===== config.mk =====
export PLATFORM = sky130hd
export DESIGN_NAME = ads86xx_spi_ctrl
export DESIGN_NICKNAME = d
export VERILOG_FILES = /design/src/rtl/ads86xx_spi_ctrl.sv
export SDC_FILE = /design/constraint.sdc
export NUM_CORES = 1
export LEC_CHECK = 0
export BUFFER_PORTS_ARGS = -buffer_cell sky130_fd_sc_hd__buf_2
export CORE_MARGIN = 2
export CORE_UTILIZATION = 40
export DETAILED_ROUTE_END_ITERATION = 6
export MAX_ROUTING_LAYER = met4
export PLACE_DENSITY_LB_ADDON = 0.2
export SLEW_MARGIN = 20
export SYNTH_ARGS = -nofsm -noshare
export SYNTH_HDL_FRONTEND = slang
export SYNTH_SLANG_ARGS = --single-unit

===== constraint.sdc =====
create_clock -name clk_ref -period 2.1 [get_ports clk_ref]
set_input_delay 0.315 -clock clk_ref [delete_from_list [all_inputs] [get_ports clk_ref]]
set_output_delay 0.315 -clock clk_ref [all_outputs]
set_load 0.02 [all_outputs]

===== src/rtl/ads86xx_spi_ctrl.sv =====
// SPI controller for ADS86xx-family SAR ADCs.
// Resets the ADC, sends the config frames, then reads conversion results.
module ads86xx_spi_ctrl #(
   parameter int unsigned DATA_W   = 16,
   parameter int unsigned CLK_DIV  = 1,
   parameter int unsigned NCFG     = 3,
   parameter int unsigned CONV_CYC = 60,
   parameter int unsigned RST_CYC  = 50,
   parameter int unsigned DUAL_SDO = 0,
   parameter int unsigned FREE_RUN = 1
) (
   input  logic                                     clk_ref,
   input  logic                                     sys_rstn,
   input  logic [32*((NCFG > 0) ? NCFG : 1)-1:0]    cfg_words,
   input  logic                                     trig,
   output logic                                     convst_csn,
   output logic                                     ads_rstn,
   output logic                                     ads_sclk,
   output logic                                     ads_sdi,
   input  logic                                     ads_sdo0,
   input  logic                                     ads_sdo1,
   output logic                                     dvalid,
   output logic [DATA_W-1:0]                        dout,
   output logic                                     cfg_done,
   output logic                                     busy,
   output logic                                     ovr
);

   localparam int unsigned MAXC = (RST_CYC > CONV_CYC) ? RST_CYC : CONV_CYC;
   localparam int unsigned CW   = (MAXC > 1) ? $clog2(MAXC) : 1;
   localparam int unsigned HW   = (CLK_DIV > 1) ? $clog2(CLK_DIV) : 1;
   localparam int unsigned BW   = $clog2(32 + 1);
   localparam int unsigned DNB  = (DUAL_SDO != 0) ? DATA_W / 2 : DATA_W;

   typedef enum logic [2:0] {
      RSTLO, RSTWAIT, CONV, SETUP, SHIFT, DONE, IDLE
   } state_e;

   state_e              state_q;
   logic [CW-1:0]       cnt_q;
   logic [HW-1:0]       hcnt_q;
   logic [BW-1:0]       bcnt_q;
   logic [3:0]          fcnt_q;
   logic [30:0]         tx_q;
   logic [DATA_W-1:0]   rx_q;

   logic [31:0]         cfg_sel;
   logic [DATA_W-1:0]   rx_next;
   logic [BW-1:0]       frame_nb;
   logic                last_cfg;
   logic                half_end;

   // Frame selection, readout shift and frame length
   always_comb begin
      cfg_sel  = 32'(cfg_words >> {fcnt_q, 5'd0});
      rx_next  = {rx_q[DATA_W-2:0], ads_sdo0};
      if (DUAL_SDO != 0) rx_next = {rx_q[DATA_W-3:0], ads_sdo1, ads_sdo0};
      frame_nb = cfg_done ? BW'(DNB) : BW'(32);
      last_cfg = (32'(fcnt_q) + 32'd1) == NCFG;
      half_end = hcnt_q == HW'(CLK_DIV - 1);
   end

   always_ff @(posedge clk_ref or negedge sys_rstn) begin
      if (!sys_rstn) begin
         state_q    <= RSTLO;
         cnt_q      <= '0;
         hcnt_q     <= '0;
         bcnt_q     <= '0;
         fcnt_q     <= '0;
         tx_q       <= '0;
         rx_q       <= '0;
         convst_csn <= 1'b1;
         ads_rstn   <= 1'b0;
         ads_sclk   <= 1'b0;
         ads_sdi    <= 1'b0;
         dvalid     <= 1'b0;
         dout       <= '0;
         cfg_done   <= 1'b0;
         busy       <= 1'b0;
         ovr        <= 1'b0;
      end else begin
         dvalid <= 1'b0;
         // Any request outside IDLE is dropped and flagged
         ovr    <= (FREE_RUN == 0) && trig && (state_q != IDLE);
         case (state_q)
            RSTLO: begin
               if (cnt_q == CW'(RST_CYC - 1)) begin
                  cnt_q    <= '0;
                  ads_rstn <= 1'b1;
                  state_q  <= RSTWAIT;
               end else begin
                  cnt_q <= cnt_q + CW'(1);
               end
            end
            RSTWAIT: begin
               if (cnt_q == CW'(RST_CYC - 1)) begin
                  cnt_q   <= '0;
                  busy    <= 1'b1;
                  state_q <= CONV;
                  if (NCFG == 0) cfg_done <= 1'b1;
               end else begin
                  cnt_q <= cnt_q + CW'(1);
               end
            end
            CONV: begin
               if (cnt_q == CW'(CONV_CYC - 1)) begin
                  cnt_q      <= '0;
                  hcnt_q     <= '0;
                  bcnt_q     <= '0;
                  convst_csn <= 1'b0;
                  tx_q       <= cfg_done ? 31'd0 : cfg_sel[30:0];
                  ads_sdi    <= cfg_done ? 1'b0 : cfg_sel[31];
                  state_q    <= SETUP;
               end else begin
                  cnt_q <= cnt_q + CW'(1);
               end
            end
            SETUP: begin
               if (half_end) begin
                  hcnt_q   <= '0;
                  ads_sclk <= 1'b1;
                  rx_q     <= rx_next;
                  bcnt_q   <= BW'(1);
                  state_q  <= SHIFT;
               end else begin
                  hcnt_q <= hcnt_q + HW'(1);
               end
            end
            SHIFT: begin
               if (!half_end) begin
                  hcnt_q <= hcnt_q + HW'(1);
               end else begin
                  hcnt_q <= '0;
                  if (ads_sclk) begin
                     // Falling edge: present the next SDI bit
                     ads_sclk <= 1'b0;
                     ads_sdi  <= tx_q[30];
                     tx_q     <= {tx_q[29:0], 1'b0};
                  end else if (bcnt_q == frame_nb) begin
                     convst_csn <= 1'b1;
                     ads_sdi    <= 1'b0;
                     state_q    <= DONE;
                     if (cfg_done) begin
                        dout   <= rx_q;
                        dvalid <= 1'b1;
                     end else begin
                        fcnt_q <= fcnt_q + 4'd1;
                        if (last_cfg) cfg_done <= 1'b1;
                     end
                  end else begin
                     ads_sclk <= 1'b1;
                     rx_q     <= rx_next;
                     bcnt_q   <= bcnt_q + BW'(1);
                  end
               end
            end
            DONE: begin
               cnt_q <= '0;
               if ((FREE_RUN != 0) || !cfg_done) begin
                  state_q <= CONV;
               end else begin
                  busy    <= 1'b0;
                  state_q <= IDLE;
               end
            end
            IDLE: begin
               cnt_q <= '0;
               if (trig) begin
                  busy    <= 1'b1;
                  state_q <= CONV;
               end
            end
            default: state_q <= RSTLO;
         endcase
      end
   end

endmodule

# Word level (Yosys, flattened, before mapping)
# Index checks and enable logic that the tools add are counted.
# classes
addsub,5
n_eq_ne,21
n_shift,1
mux,57
bitwise,3
reduce_logical,23
# op_table
op,count
$mux W31,4
$shr A96 B9 Y32,1
$mux W16,4
$pmux W31 S2,1
$mux W6,8
$pmux W6 S3,2
$pmux W16 S2,1
$mux W3,8
$mux W1,23
$pmux W3 S7,1
$ne A2 B2 Y1 const B,10
$reduce_and A5 Y1,4
$add A6 B1 Y6 const B,2
$eq A6 B6 Y1 const B,2
$reduce_and A4 Y1,3
$pmux W1 S2,5
$eq A3 B3 Y1 const B,3
$reduce_and A8 Y1,1
$reduce_bool A2 Y1,4
$eq A3 B2 Y1 const B,2
$eq A6 B6 Y1,1
$reduce_and A3 Y1,2
$reduce_and A6 Y1,1
$reduce_bool A3 Y1,2
other kinds (10),15
# word_totals
reg_bits,90
output_inout_bits,24
wordCells,125

# Depth between registers and ports, before layout
# depth
word_depth,6
mapped_depth,7
depth_no_buf,6

# Worst setup path before layout
# No wires, ideal clock.
# synth_path
path_type,reg-to-reg
startpoint,register cfg_done
endpoint,register rx_q[10]
setup_time_ns,0.127
t_arrival_ns,1.810
required_ns,1.973
setup_slack_ns,0.163
path_stages_with_launch,6
n_path_buf,1
path_cell_list,dfrtp_1 and3b_1 o21a_2 o22ai_4 buf_6 mux2_1
# synth_between
elab_chain_cells,4
# synth_lines
element,line,text
start: declaration,24,"output logic cfg_done,"
start signal: assignment,78,cfg_done <= 1'b0;
start signal: assignment,100,if (NCFG == 0) cfg_done <= 1'b1;
start signal: assignment,148,if (last_cfg) cfg_done <= 1'b1;
$mux W6,58,frame_nb = cfg_done ? BW'(DNB) : BW'(32);
$eq A6 B6 Y1,139,end else if (bcnt_q == frame_nb) begin
$ne A2 B2 Y1 (no line),--,
$reduce_and A5 Y1 (no line),--,
end signal: assignment,122,rx_q <= rx_next;
end signal: assignment,152,rx_q <= rx_next;
end: declaration,45,logic [DATA_W-1:0] rx_q;
# No other way between the ends.
# A chain may end at the register's enable or synchronous reset.

# Final worst setup path
# layout_path
startpoint,register bcnt_q[1]
endpoint,register rx_q[14]
# layout_between
elab_chain_cells,3
# layout_lines
element,line,text
start: declaration,42,logic [BW-1:0] bcnt_q;
start signal: assignment,153,bcnt_q <= bcnt_q + BW'(1);
$eq A6 B6 Y1,139,
$ne A2 B2 Y1 (no line),--,
$reduce_and A5 Y1 (no line),--,
# No other way between the ends.

==> qor.yml <==
drt-wirelength-per-cell_um: 15.7
track_usage_pct: 17.6
gp_congestion: 0.858
h-tree-depth: 3
antenna_left: 0
first_pass_iters: 5
nets: 654
slowest_delay_ns: 0.39
routed_via_density: 5.45
worstSetupPathType: "reg2reg"
die_h_um: 115
gr-total-overflow: 0
drt-initial-drc-count: 162
antenna_found_initial: 0
synth_edf_count: 0
io_pins: 125
synth_area_sq_um: 4910
synth.avg_cell_area_sq_um: 11.7
p_leak_uw: 0.00291
dp_hpwl_mm: 7.85
tightest_slew_ns: 0.536
core_area_sq_um: 12000
crit_slowest_cell: "dfrtp_1"
clk_latency_ns: 0.34
finalCritPeriodShare_pct: 92.0
rows: 40
required_ns: 2.32
clock_sinks: 89
setup_tns_ns: 0
cts.clk_slew.worst_paths_ns: 0.06
grt_max_degree: 40
synth-main-ff-cell: "dfrtp_1"
cts_tree: "done"
grt_pass1_vias: 3673
wirelength_mm: 11.0
slew_violations: 0
hold_viol: 0
syn-num-nets: 526
post_cts_buffers: 0
synth-seq-cells: 89
yosysSeqAreaShare_pct: 45.3
die_w_um: 115
yosysWarnings: 0
drv_cap: 0
status: "completed"
root_buffer: "clkbuf_16"
peakVddDrop_v: 0.000344
layout-drive-gt1-share_pct: 42.2
synth.top_cell.area_share_pct: 44.8
end_kind: "flop"
fmax_ghz: 0.517
hold_path.class: "in2reg"
crit_fanout: 16
maxSlewHeadroom_pct: 63.9
numPortBuffers: 122
placedInstanceArea_sq_um: 5840
async_flop_share_pct: 100
rr_worst_depth: 7
die_area_sq_um: 13200
ys_types: 56
cp_cell_sequence: "inv_1, ha_1, nor3b_1, o21a_2, o22ai_4, buf_12, mux2_1"
synth_area_leaders: "dfrtp_1, mux2_2, mux2i_1"
start_util_pct: 40.9
drc: 0
yosys.area.top_type: "dfrtp_1"
area_delta_synth_final_pct: 25.2
n_antenna_cell: 0
holdPathStages: 2
power_per_cell_area_nw_per_um2: 579
worstSetupStartpointType: "flop"
cts_buffers: 9
clockBufferDepth: 2
vias: 3812
grt_pass1_wl_mm: 17.9
skew_ns: 0.00936
arrival_ns: 2.15
rsz0062_at_grt: "false"
timing.final.crit_period_ns: 1.93
finalSetupViolCount: 0
synthCells: 419
final_area_sq_um: 6150
==> routing by layer <==
layer | part of all wire (%) | global-route usage (%) | wire length, um
met3 | 6.9 | 3.74 | 758
met2 | 45 | 27.7 | 4910
met4 | 1.4 | 5.62 | 150
met5 | 0 | - | 0
met1 | 47 | 22.8 | 5160
==> placed cells by master (no fill, tap or decap), drive strengths merged, types with 8 or more instances in the layout <==
| master | instances |
|---|---|
| buf | 150 |
| dfrtp | 88 |
| mux2 | 63 |
| mux2i | 33 |
| o2bb2ai | 31 |
| a22o | 30 |
| o21ai | 17 |
| inv | 15 |
| nand2 | 13 |
| a31oi | 10 |
| clkbuf | 10 |
| nor2 | 9 |
| a21oi | 8 |
| nand3 | 8 |
==> cells by family (layout without fill, tap and decap cells) <==
| kind of cell | Yosys count | after routing | synth area share (%) |
|---|---|---|---|
| flops | 89 | 89 | 45.3 |
| other cells | 1 | 1 | 0.0763 |
| simple gates | 55 | 55 | 7.13 |
| xor+xnor | 3 | 3 | 0.535 |
| buf+inv | 47 | 180 | 4.33 |
| mux | 96 | 96 | 21.8 |
| compound gates | 122 | 122 | 19.2 |
| fa+ha+maj | 6 | 6 | 1.53 |
==> stage by stage <==
| stage | instances | hold slack (ns) | total power (uW) | setup WS [ns] | util, % |
|---|---|---|---|---|---|
| global placement | 682 | 0.334 | 1960 | 0.150 | 48.6 |
| finish | 699 | 0.213 | 3560 | 0.167 | 51.2 |
| CTS | 699 | 0.205 | 3610 | 0.0896 | 51.2 |
| floorplan | 419 | 0.0194 | 1820 | 0.163 | - |
| global route | 699 | 0.209 | 3710 | 0.0138 | 51.2 |
| detailed placement | 682 | 0.338 | 1970 | 0.106 | 48.6 |
==> worst max-delay path, delay by kind of cell (launching register included) <==
kind | cells | cell delay (ns)
mux | 1 | 0.31
flops | 1 | 0.39
fa+ha+maj | 1 | 0.13
compound gates | 2 | 0.43
simple gates | 1 | 0.29
buf+inv | 2 | 0.24
==> registers in the layout, summed over array words and instances (netlist names), 3 cells and up <==
signal and flops:
dout 16, bcnt_q 6, fcnt_q 4, rx_q 16, cnt_q 6, state_q 3, tx_q 31
==> Yosys cell counts (2+ instances only) <==
| cell | count |
|---|---|
| a21oi_1 | 8 |
| a41o_1 | 2 |
| nor2_1 | 9 |
| buf_2 | 11 |
| mux2_1 | 10 |
| o22ai_1 | 3 |
| inv_1 | 13 |
| o21ai_0 | 17 |
| nand4_1 | 3 |
| o31ai_1 | 3 |
| ha_1 | 6 |
| nand3_1 | 7 |
| o211ai_1 | 3 |
| buf_1 | 2 |
| clkbuf_1 | 17 |
| dfrtp_1 | 88 |
| and3b_1 | 3 |
| mux2_2 | 44 |
| mux2_4 | 9 |
| buf_6 | 2 |
| nand2_1 | 13 |
| nand2b_1 | 3 |
| o2111ai_1 | 3 |
| a211oi_1 | 2 |
| nor2b_1 | 3 |
| mux2i_1 | 33 |
| buf_4 | 2 |
| o2bb2ai_1 | 31 |
| a31oi_1 | 10 |
| a22o_1 | 30 |
| and3_1 | 2 |
| xnor2_1 | 3 |
==> power breakdown <==
group	switching, uW	total (uW)	leakage, uW	internal [uW]
logic	87.2	190	0.00159	103
clock network	672	1630	0.000149	959
registers	10.5	1740	0.00116	1730
==> final timing paths <==
check                                 startpoint              endpoint  slack, ns
min reg2reg                 ads_rstn$_DFFE_PN0P_  ads_rstn$_DFFE_PN0P_       0.47
min in group asynchronous               sys_rstn  tx_q[22]$_DFFE_PN0P_       0.52
max                        bcnt_q[1]$_DFFE_PN0P_  rx_q[14]$_DFFE_PN0P_       0.17
max reg2reg                bcnt_q[1]$_DFFE_PN0P_  rx_q[14]$_DFFE_PN0P_       0.17
max in group asynchronous               sys_rstn  dout[14]$_DFFE_PN0P_       1.00
min                                     ads_sdo0   rx_q[0]$_DFFE_PN0P_       0.21
==> layout make-up <==
class	count	area (sq um)
clock buffers	10	239
well taps	147	184
repair buffers	151	896
clock inverters	6	65.1
fillers	1078	5860
flip-flops and latches	89	2230
multi-input cells	283	2490
inverters	13	48.8
==> what timing repair did <==
item                                    CTS  global route
gates resized for setup                   0             1
hold buffers                              1             0
endpoints found under the setup margin    0             2
endpoints found under the hold margin    35             0
No activity file was read; power rests on OpenSTA's default activity.
